<file path="config.mk">
export PLATFORM = sky130hd
export DESIGN_NAME = id_stage_flat
export DESIGN_NICKNAME = d
export VERILOG_FILES = /design/src/rtl/cpu_pkg.sv /design/src/rtl/id_stage_if.sv /design/src/rtl/id_decode.sv /design/src/rtl/id_stage.sv /design/src/flat_wrapper.sv
export SDC_FILE = /design/constraint.sdc
export NUM_CORES = 1
export LEC_CHECK = 0
export BUFFER_PORTS_ARGS = -buffer_cell sky130_fd_sc_hd__clkbuf_2
export CORE_MARGIN = 1
export CORE_UTILIZATION = 45
export DETAILED_ROUTE_END_ITERATION = 12
export PLACE_DENSITY = 0.82
export SYNTH_ARGS = -nofsm -noshare
export SYNTH_HDL_FRONTEND = slang
export SYNTH_SLANG_ARGS = --single-unit
export TNS_END_PERCENT = 20
</file>
<file path="constraint.sdc">
create_clock -name clk -period 2.4 [get_ports clk]
set_input_delay 0.24 -clock clk [delete_from_list [all_inputs] [get_ports clk]]
set_output_delay 0.24 -clock clk [all_outputs]
set_load 0.1 [all_outputs]
</file>
<file path="src/rtl/cpu_pkg.sv">
// cpu_pkg: shared datapath widths, opcodes, decode predicates and ID FSM states
package cpu_pkg;

    localparam int DW = 16;
    localparam int AW = 4;

    localparam logic [3:0] OP_ALU  = 4'h0;
    localparam logic [3:0] OP_MUL  = 4'h1;
    localparam logic [3:0] OP_DIV  = 4'h2;
    localparam logic [3:0] OP_ADDI = 4'h3;
    localparam logic [3:0] OP_BEQ  = 4'h4;
    localparam logic [3:0] OP_BLT  = 4'h5;
    localparam logic [3:0] OP_BGT  = 4'h6;
    localparam logic [3:0] OP_LW   = 4'h8;
    localparam logic [3:0] OP_SW   = 4'hB;
    localparam logic [3:0] OP_JMP  = 4'hC;
    localparam logic [3:0] OP_HALT = 4'hF;

    localparam logic [AW-1:0] R15 = 4'd15;

    typedef enum logic {RUN, STALL} id_state_t;

    // Opcodes whose second source register (ifInstr[7:4]) is actually read
    function automatic logic op_r2use(input logic [3:0] op);
        return op inside {OP_ALU, OP_MUL, OP_DIV, OP_SW};
    endfunction

    // Opcodes whose operand B is the sign-extended 4-bit immediate
    function automatic logic op_imm(input logic [3:0] op);
        return op inside {OP_ADDI, OP_LW, OP_SW};
    endfunction

endpackage

</file>
<file path="src/rtl/id_stage_if.sv">
// id_stage_if: IF/ID, regfile, WB and ID/EX signals of the decode stage
interface id_stage_if;
    import cpu_pkg::*;

    logic [DW-1:0] ifInstr;
    logic          ifValid;
    logic          flush;
    logic          exBusy;
    logic [AW-1:0] regR1;
    logic [AW-1:0] regR2;
    logic [DW-1:0] rdR1;
    logic [DW-1:0] rdR2;
    logic [DW-1:0] rdR15;
    logic          wbWr;
    logic [AW-1:0] wbDst;
    logic [DW-1:0] wbData;
    logic          idStall;
    logic          exValid;
    logic [3:0]    exOp;
    logic [AW-1:0] exDst;
    logic [3:0]    exFunct;
    logic [DW-1:0] exOpA;
    logic [DW-1:0] exOpB;
    logic [DW-1:0] exR15;
    logic          exMemRd;
    logic          exWr;
    logic          exWrR15;

    modport master (
        output ifInstr, ifValid, flush, exBusy, rdR1, rdR2, rdR15, wbWr, wbDst, wbData,
        input  regR1, regR2, idStall, exValid, exOp, exDst, exFunct,
               exOpA, exOpB, exR15, exMemRd, exWr, exWrR15
    );

    modport slave (
        input  ifInstr, ifValid, flush, exBusy, rdR1, rdR2, rdR15, wbWr, wbDst, wbData,
        output regR1, regR2, idStall, exValid, exOp, exDst, exFunct,
               exOpA, exOpB, exR15, exMemRd, exWr, exWrR15
    );

endinterface

</file>
<file path="src/rtl/id_decode.sv">
// id_decode: opcode to write/load control bits; undefined opcodes decode as NOP
module id_decode
    import cpu_pkg::*;
(
    input  logic [3:0] op,
    output logic       wr,
    output logic       wr15,
    output logic       mem_rd
);

    // Control-bit table: only register-writing ops set wr, MUL/DIV also write R15
    always_comb begin
        wr     = 1'b0;
        wr15   = 1'b0;
        mem_rd = 1'b0;
        case (op)
            OP_ALU, OP_ADDI: wr = 1'b1;
            OP_MUL, OP_DIV: begin
                wr   = 1'b1;
                wr15 = 1'b1;
            end
            OP_LW: begin
                wr     = 1'b1;
                mem_rd = 1'b1;
            end
            default: ;
        endcase
    end

endmodule

</file>
<file path="src/rtl/id_stage.sv">
// id_stage: instruction decode, load-use interlock FSM and ID/EX pipeline register.
// Optional WB->ID operand bypass is enabled by defining ID_WB_BYPASS_EN.
module id_stage
    import cpu_pkg::*;
#(
    parameter int LU_STALL = 1
)(
    input  logic       clk,
    input  logic       rst,
    id_stage_if.slave  bus
);

    localparam logic [1:0] CNT_INIT = 2'(LU_STALL - 1);

    id_state_t     state, state_nxt;
    logic [1:0]    cnt, cnt_nxt;
    logic [3:0]    op;
    logic          wr, wr15, mem_rd;
    logic          hz, capture, kill;
    logic [DW-1:0] rd_a, rd_b, rd_r15, op_b;

    assign op        = bus.ifInstr[15:12];
    assign bus.regR1 = bus.ifInstr[11:8];
    assign bus.regR2 = bus.ifInstr[7:4];

    id_decode u_dec (
        .op     (op),
        .wr     (wr),
        .wr15   (wr15),
        .mem_rd (mem_rd)
    );

`ifdef ID_WB_BYPASS_EN
    assign rd_a   = (bus.wbWr && bus.wbDst == bus.regR1) ? bus.wbData : bus.rdR1;
    assign rd_b   = (bus.wbWr && bus.wbDst == bus.regR2) ? bus.wbData : bus.rdR2;
    assign rd_r15 = (bus.wbWr && bus.wbDst == R15) ? bus.wbData : bus.rdR15;
`else
    assign rd_a   = bus.rdR1;
    assign rd_b   = bus.rdR2;
    assign rd_r15 = bus.rdR15;
`endif

    assign op_b = op_imm(op) ? {{(DW-4){bus.ifInstr[3]}}, bus.ifInstr[3:0]} : rd_b;

    // A load in EX whose destination is a source of the instruction in ID
    assign hz = bus.ifValid & bus.exValid & bus.exMemRd &
                ((bus.exDst == bus.regR1) | (op_r2use(op) & (bus.exDst == bus.regR2)));

    // Interlock next-state and stage controls: flush > exBusy > hazard > normal
    always_comb begin
        state_nxt   = state;
        cnt_nxt     = cnt;
        bus.idStall = 1'b0;
        capture     = 1'b0;
        kill        = 1'b0;
        if (bus.flush) begin
            state_nxt = RUN;
            cnt_nxt   = 2'd0;
            kill      = 1'b1;
        end else if (state == STALL) begin
            bus.idStall = 1'b1;
            kill        = 1'b1;
            cnt_nxt     = cnt - 2'd1;
            state_nxt   = (cnt == 2'd1) ? RUN : STALL;
        end else if (bus.exBusy) begin
            bus.idStall = 1'b1;
        end else if (hz) begin
            bus.idStall = 1'b1;
            kill        = 1'b1;
            cnt_nxt     = CNT_INIT;
            state_nxt   = (LU_STALL > 1) ? STALL : RUN;
        end else begin
            capture = 1'b1;
        end
    end

    // FSM state and ID/EX register: bubbles clear valid/controls, exBusy holds everything
    always_ff @(posedge clk or negedge rst) begin
        if (!rst) begin
            state       <= RUN;
            cnt         <= 2'd0;
            bus.exValid <= 1'b0;
            bus.exOp    <= '0;
            bus.exDst   <= '0;
            bus.exFunct <= '0;
            bus.exOpA   <= '0;
            bus.exOpB   <= '0;
            bus.exR15   <= '0;
            bus.exMemRd <= 1'b0;
            bus.exWr    <= 1'b0;
            bus.exWrR15 <= 1'b0;
        end else begin
            state <= state_nxt;
            cnt   <= cnt_nxt;
            if (kill) begin
                bus.exValid <= 1'b0;
                bus.exMemRd <= 1'b0;
                bus.exWr    <= 1'b0;
                bus.exWrR15 <= 1'b0;
            end else if (capture) begin
                bus.exValid <= bus.ifValid;
                bus.exOp    <= op;
                bus.exDst   <= bus.regR1;
                bus.exFunct <= bus.ifInstr[3:0];
                bus.exOpA   <= rd_a;
                bus.exOpB   <= op_b;
                bus.exR15   <= rd_r15;
                bus.exMemRd <= bus.ifValid & mem_rd;
                bus.exWr    <= bus.ifValid & wr;
                bus.exWrR15 <= bus.ifValid & wr15;
            end
        end
    end

endmodule

</file>
<file path="src/flat_wrapper.sv">
// flat-port wrapper written by rule: the top's interface ports become plain ports
module id_stage_flat import cpu_pkg::*;
#(
    parameter int LU_STALL = 1
)
  (clk, rst, bus_ifInstr, bus_ifValid, bus_flush, bus_exBusy, bus_rdR1, bus_rdR2, bus_rdR15, bus_wbWr, bus_wbDst, bus_wbData, bus_regR1, bus_regR2, bus_idStall, bus_exValid, bus_exOp, bus_exDst, bus_exFunct, bus_exOpA, bus_exOpB, bus_exR15, bus_exMemRd, bus_exWr, bus_exWrR15);
  id_stage_if bus_i ();
  input  logic clk;
  input  logic rst;
  input wire logic [$bits(bus_i.ifInstr)-1:0] bus_ifInstr;
  input wire logic [$bits(bus_i.ifValid)-1:0] bus_ifValid;
  input wire logic [$bits(bus_i.flush)-1:0] bus_flush;
  input wire logic [$bits(bus_i.exBusy)-1:0] bus_exBusy;
  input wire logic [$bits(bus_i.rdR1)-1:0] bus_rdR1;
  input wire logic [$bits(bus_i.rdR2)-1:0] bus_rdR2;
  input wire logic [$bits(bus_i.rdR15)-1:0] bus_rdR15;
  input wire logic [$bits(bus_i.wbWr)-1:0] bus_wbWr;
  input wire logic [$bits(bus_i.wbDst)-1:0] bus_wbDst;
  input wire logic [$bits(bus_i.wbData)-1:0] bus_wbData;
  output wire logic [$bits(bus_i.regR1)-1:0] bus_regR1;
  output wire logic [$bits(bus_i.regR2)-1:0] bus_regR2;
  output wire logic [$bits(bus_i.idStall)-1:0] bus_idStall;
  output wire logic [$bits(bus_i.exValid)-1:0] bus_exValid;
  output wire logic [$bits(bus_i.exOp)-1:0] bus_exOp;
  output wire logic [$bits(bus_i.exDst)-1:0] bus_exDst;
  output wire logic [$bits(bus_i.exFunct)-1:0] bus_exFunct;
  output wire logic [$bits(bus_i.exOpA)-1:0] bus_exOpA;
  output wire logic [$bits(bus_i.exOpB)-1:0] bus_exOpB;
  output wire logic [$bits(bus_i.exR15)-1:0] bus_exR15;
  output wire logic [$bits(bus_i.exMemRd)-1:0] bus_exMemRd;
  output wire logic [$bits(bus_i.exWr)-1:0] bus_exWr;
  output wire logic [$bits(bus_i.exWrR15)-1:0] bus_exWrR15;
  assign bus_i.ifInstr = bus_ifInstr;
  assign bus_i.ifValid = bus_ifValid;
  assign bus_i.flush = bus_flush;
  assign bus_i.exBusy = bus_exBusy;
  assign bus_i.rdR1 = bus_rdR1;
  assign bus_i.rdR2 = bus_rdR2;
  assign bus_i.rdR15 = bus_rdR15;
  assign bus_i.wbWr = bus_wbWr;
  assign bus_i.wbDst = bus_wbDst;
  assign bus_i.wbData = bus_wbData;
  assign bus_regR1 = bus_i.regR1;
  assign bus_regR2 = bus_i.regR2;
  assign bus_idStall = bus_i.idStall;
  assign bus_exValid = bus_i.exValid;
  assign bus_exOp = bus_i.exOp;
  assign bus_exDst = bus_i.exDst;
  assign bus_exFunct = bus_i.exFunct;
  assign bus_exOpA = bus_i.exOpA;
  assign bus_exOpB = bus_i.exOpB;
  assign bus_exR15 = bus_i.exR15;
  assign bus_exMemRd = bus_i.exMemRd;
  assign bus_exWr = bus_i.exWr;
  assign bus_exWrR15 = bus_i.exWrR15;
  id_stage #(.LU_STALL(LU_STALL)) u_core (.clk(clk), .rst(rst), .bus(bus_i));
endmodule
</file>
==> impl_results.md <==
* XOR/XNOR Fraction of Synth Area at 2.64%
* Post-DRT Antenna Nets at 0
* Clk pwr share at 20.8%
* Worst setup path startpoint: u_core.bus.exDst[0]$_DFFE_PN0P_
* Setup Buffers After CTS at 0
* H-tree Lvls at 3
* Hold Path Cell Cnt at 2
* EDFF count, synth at 0
* Sw Ratio at 49.4%
* # fillers at 526
* Largest family of logic cells by synthesized area: multiplexers
* Sequential area share after synthesis at 56.1%
* Asr flop ratio synth at 100%
* Highest Clock Rate at 459 MHz
* Initial antenna violation count at 0
* Routed WL per cell at 13.7 um
* CTS buffer count at 9
* Int Pwr at 2.03 mW
* Normalized max-slew margin at 51.6%
* Final Max Slew Viols at 0
* Register-to-register setup slack at 0.42 ns
* Drt drc at 0
* Finished Layout Cells at 446
* Worst Setup End Kind: primary output
* Synth Area in Compound Gates at 4.94%
* Critical path launch point type: flip-flop
* RePlAce Congestion at 0.787
* Final Cycle Share at 90.7%
* Syn-to-layout area delta at 30.9%
* Critical Path End: bus_idStall
* Mux cell area share after synthesis at 23.6%
* Layout Nets at 456
* Main synth FF type: dfrtp_1
* Worst-path fanout max at 7
* Post-Syn Area at 2990 sq um
* Total chip power at 4.00 mW
* Initial core utilization at 46.8%
* Crit path max-delay cell type: dfrtp_2
* Core footprint at 6390 sq um
* Worst-Skew Late Latency at 0.33 ns
* Psw at 1.98 mW
* Yosys cell types at 30
* Static Leakage at 2.05 nW
* Critical-path cell list: xor2_1, nor4_1, a2bb2oi_2, a21oi_4, clkbuf_4
* Clk_skew at 0.00898 ns
* Largest net degree at the start of global routing at 37
* Simple-gate area share of the yosys netlist at 5.44%
* Worst VDD drop at 0.000625 V
* Worst reg2reg endpoint: u_core.bus.exFunct[2]$_DFFE_PN0P_
* Final setup fails at 0
* TritonCTS clock tree: done
* Die width at 83.5 um
* Post-Place Cells at 430
* Critical path class: reg -> out
* CP required at 2.16 ns
* Row cnt at 29
* Fin. Hold Viols at 0
* Fin crit period at 2.18 ns
* Post-Synth Adder-Cell Area at 0.419%
* Warnings from Yosys at 0
* Synth Net Count at 317
* Cells after Synth at 226
* Die footprint at 6970 sq um
* Vias in the first global route at 2,363
* Final wirelength at 6110 um
* Gate power share at 44.8%
* Mean Syn Cell Area at 13.2 sq um
* Share of layout cells above drive strength 1 at 58.5%
* Seq cells post-synth at 67
* Via Count at 2,202
* CTS max path bufs at 2
* Port buffer count at 141
* Worst Tran Pin Value at 0.726 ns
* Sequential Power Share at 34.5%
* Global-route wire length before repair at 10,400 um
* Power Dens Cells at 1020 nW/um^2
* Root Driver: clkbuf_8
* First-pass DRT Iterations at 4
* Drt initial violations at 82
* RR Startpoint: u_core.bus.exDst[0]$_DFFE_PN0P_
* R2R depth at 6
* RSZ-0062 raised after global routing: no
* Maxcap violations at 0
* Via density at 4.94
* Clk pin slew, worst setup/hold paths at 0.07 ns
* Status: completed
* Hold WC Path Type: in -> reg
* N_diodes at 0
* Final HPWL DP at 4590 um
* Crit path DAT at 1.94 ns
* Remaining Overflow, GRT at 0
* IO Pins at 163
* Sink Count at 67
* CP max stage delay at 0.43 ns
* TNS Setup at 0 ns
* Tot GR Track Use at 18.8%
* Die Ht at 83.5 um
[per-layer routing]
| layer | share of wire (%) | wire [um] | global-route usage (%) | up-vias |
|---|---|---|---|---|
| li1 | - | - | - | 1045 |
| met4 | 1.5 | 89 | 8.47 | 0 |
| met5 | 0 | 0 | 0 | - |
| met3 | 5.8 | 352 | 4.75 | 7 |
| met1 | 42 | 2540 | 21.4 | 1065 |
| met2 | 51 | 3130 | 33.4 | 85 |
[worst min-delay path by stage]
stage	to	from	slack [ns]
after detailed placement	u_core.bus.exR15[5]$_DFFE_PN0P_	rst	0.34
final	u_core.bus.exOpA[15]$_DFFE_PN0P_	bus_rdR1[15]	0.13
after floorplan	u_core.bus.exDst[0]$_DFFE_PN0P_	rst	-0.06
after CTS	u_core.bus.exOpA[15]$_DFFE_PN0P_	bus_rdR1[15]	0.11
after global placement	u_core.bus.exR15[5]$_DFFE_PN0P_	rst	0.33
after global routing	u_core.bus.exOpA[15]$_DFFE_PN0P_	bus_rdR1[15]	0.11
[power groups by stage]
stage               clock network (mW)  registers [mW]  logic, mW
floorplan                            0            2.58      0.312
global placement                     0            1.39       1.79
detailed placement                   0            1.40       1.80
CTS                              0.858            1.38       1.80
global route                     0.900            1.40       1.85
finish                           0.832            1.38       1.79
[cell usage after synthesis, drive strengths merged (2+ instances only)]
cell type / number / area, sq um
nand2: 4 / 15.0
xor2: 4 / 35.0
mux2: 50 / 574
buf: 16 / 143
inv: 15 / 56.3
mux2i: 13 / 130
o21ai: 6 / 30.0
clkbuf: 2 / 7.51
xnor2: 5 / 43.8
a21oi: 16 / 80.1
nand3: 7 / 35.0
nor2: 5 / 21.3
nand2b: 3 / 18.8
a21o: 2 / 15.0
dfrtp: 67 / 1680
[worst max-delay path, delay by kind of cell, from the launching register on]
family | cells | cell delay [ns]
DFF | 1 | 0.43
AOI/OAI and AO/OA | 2 | 0.36
buffers and inverters | 1 | 0.33
and+or+nand+nor | 1 | 0.31
xor gates and xnor gates | 1 | 0.16
[final cells by class]
| type | instances | area [sq um] | share of cell area [%] |
|---|---|---|---|
| flip-flops and latches | 67 | 1680 | 42.9 |
| clock inverters | 4 | 26.3 | 0.671 |
| multi-input cells | 126 | 1120 | 28.5 |
| repair buffers | 146 | 786 | 20.1 |
| clock buffers | 11 | 151 | 3.87 |
| inverters | 15 | 56.3 | 1.44 |
| well taps | 77 | 96.3 | 2.46 |
[per-stage QoR]
| step | hold WS, ns | utilization (%) | setup WS, ns | area (sq um) |
|---|---|---|---|---|
| floorplan | -0.0556 | - | 0.00321 | 3000 |
| global placement | 0.335 | 58.3 | 0.460 | 3720 |
| detailed placement | 0.337 | 58.3 | 0.423 | 3720 |
| CTS | 0.108 | 61.2 | 0.0735 | 3910 |
| global route | 0.106 | 61.3 | 0.0509 | 3910 |
| finish | 0.125 | 61.3 | 0.224 | 3910 |
[sequential cells by signal (all words and copies together) (netlist names)]
| name | flops |
|---|---|
| u_core.bus.exDst | 4 |
| u_core.bus.exFunct | 4 |
| u_core.bus.exMemRd | 1 |
| u_core.bus.exOp | 4 |
| u_core.bus.exOpA | 16 |
| u_core.bus.exOpB | 16 |
| u_core.bus.exR15 | 16 |
| u_core.bus.exValid | 1 |
| u_core.bus.exWr | 1 |
| u_core.bus.exWrR15 | 1 |
| u_core.cnt | 2 |
| u_core.state | 1 |
[cell families after synthesis]
kind of cell	Yosys count
AO/OA/AOI/OAI	26
adder cells (fa/ha/maj)	1
AND/OR/NAND/NOR	27
flip-flops	67
buffers and inverters	33
multiplexers	63
XOR/XNOR	9
[timing repair]
item / CTS / global route
endpoints found under the hold margin: 31 / 0
setup endpoints to repair: 0 / 1
resized for setup: 0 / 2
hold buffers: 1 / 0
[cell usage in the layout, fill, tap and decap left out, drive strengths merged]
| cell | instances |
|---|---|
| nor3b | 1 |
| a21o | 2 |
| or3b | 1 |
| xnor2 | 5 |
| dfrtp | 67 |
| nand3b | 1 |
| a21oi | 16 |
| mux2i | 13 |
| inv | 15 |
| clkinv | 3 |
| nand2 | 4 |
| a211oi | 1 |
| nand4b | 1 |
| nor4 | 1 |
| buf | 5 |
| clkinvlp | 1 |
| nand2b | 3 |
| mux2 | 50 |
| ha | 1 |
| nor2b | 1 |
| o21ai | 6 |
| a2bb2oi | 1 |
| nand3 | 7 |
| nand4 | 1 |
| dlygate4sd3 | 1 |
| clkbuf | 151 |
| nor4b | 1 |
| xor2 | 4 |
| nor2 | 5 |
Power figures use the tool's default switching activity.
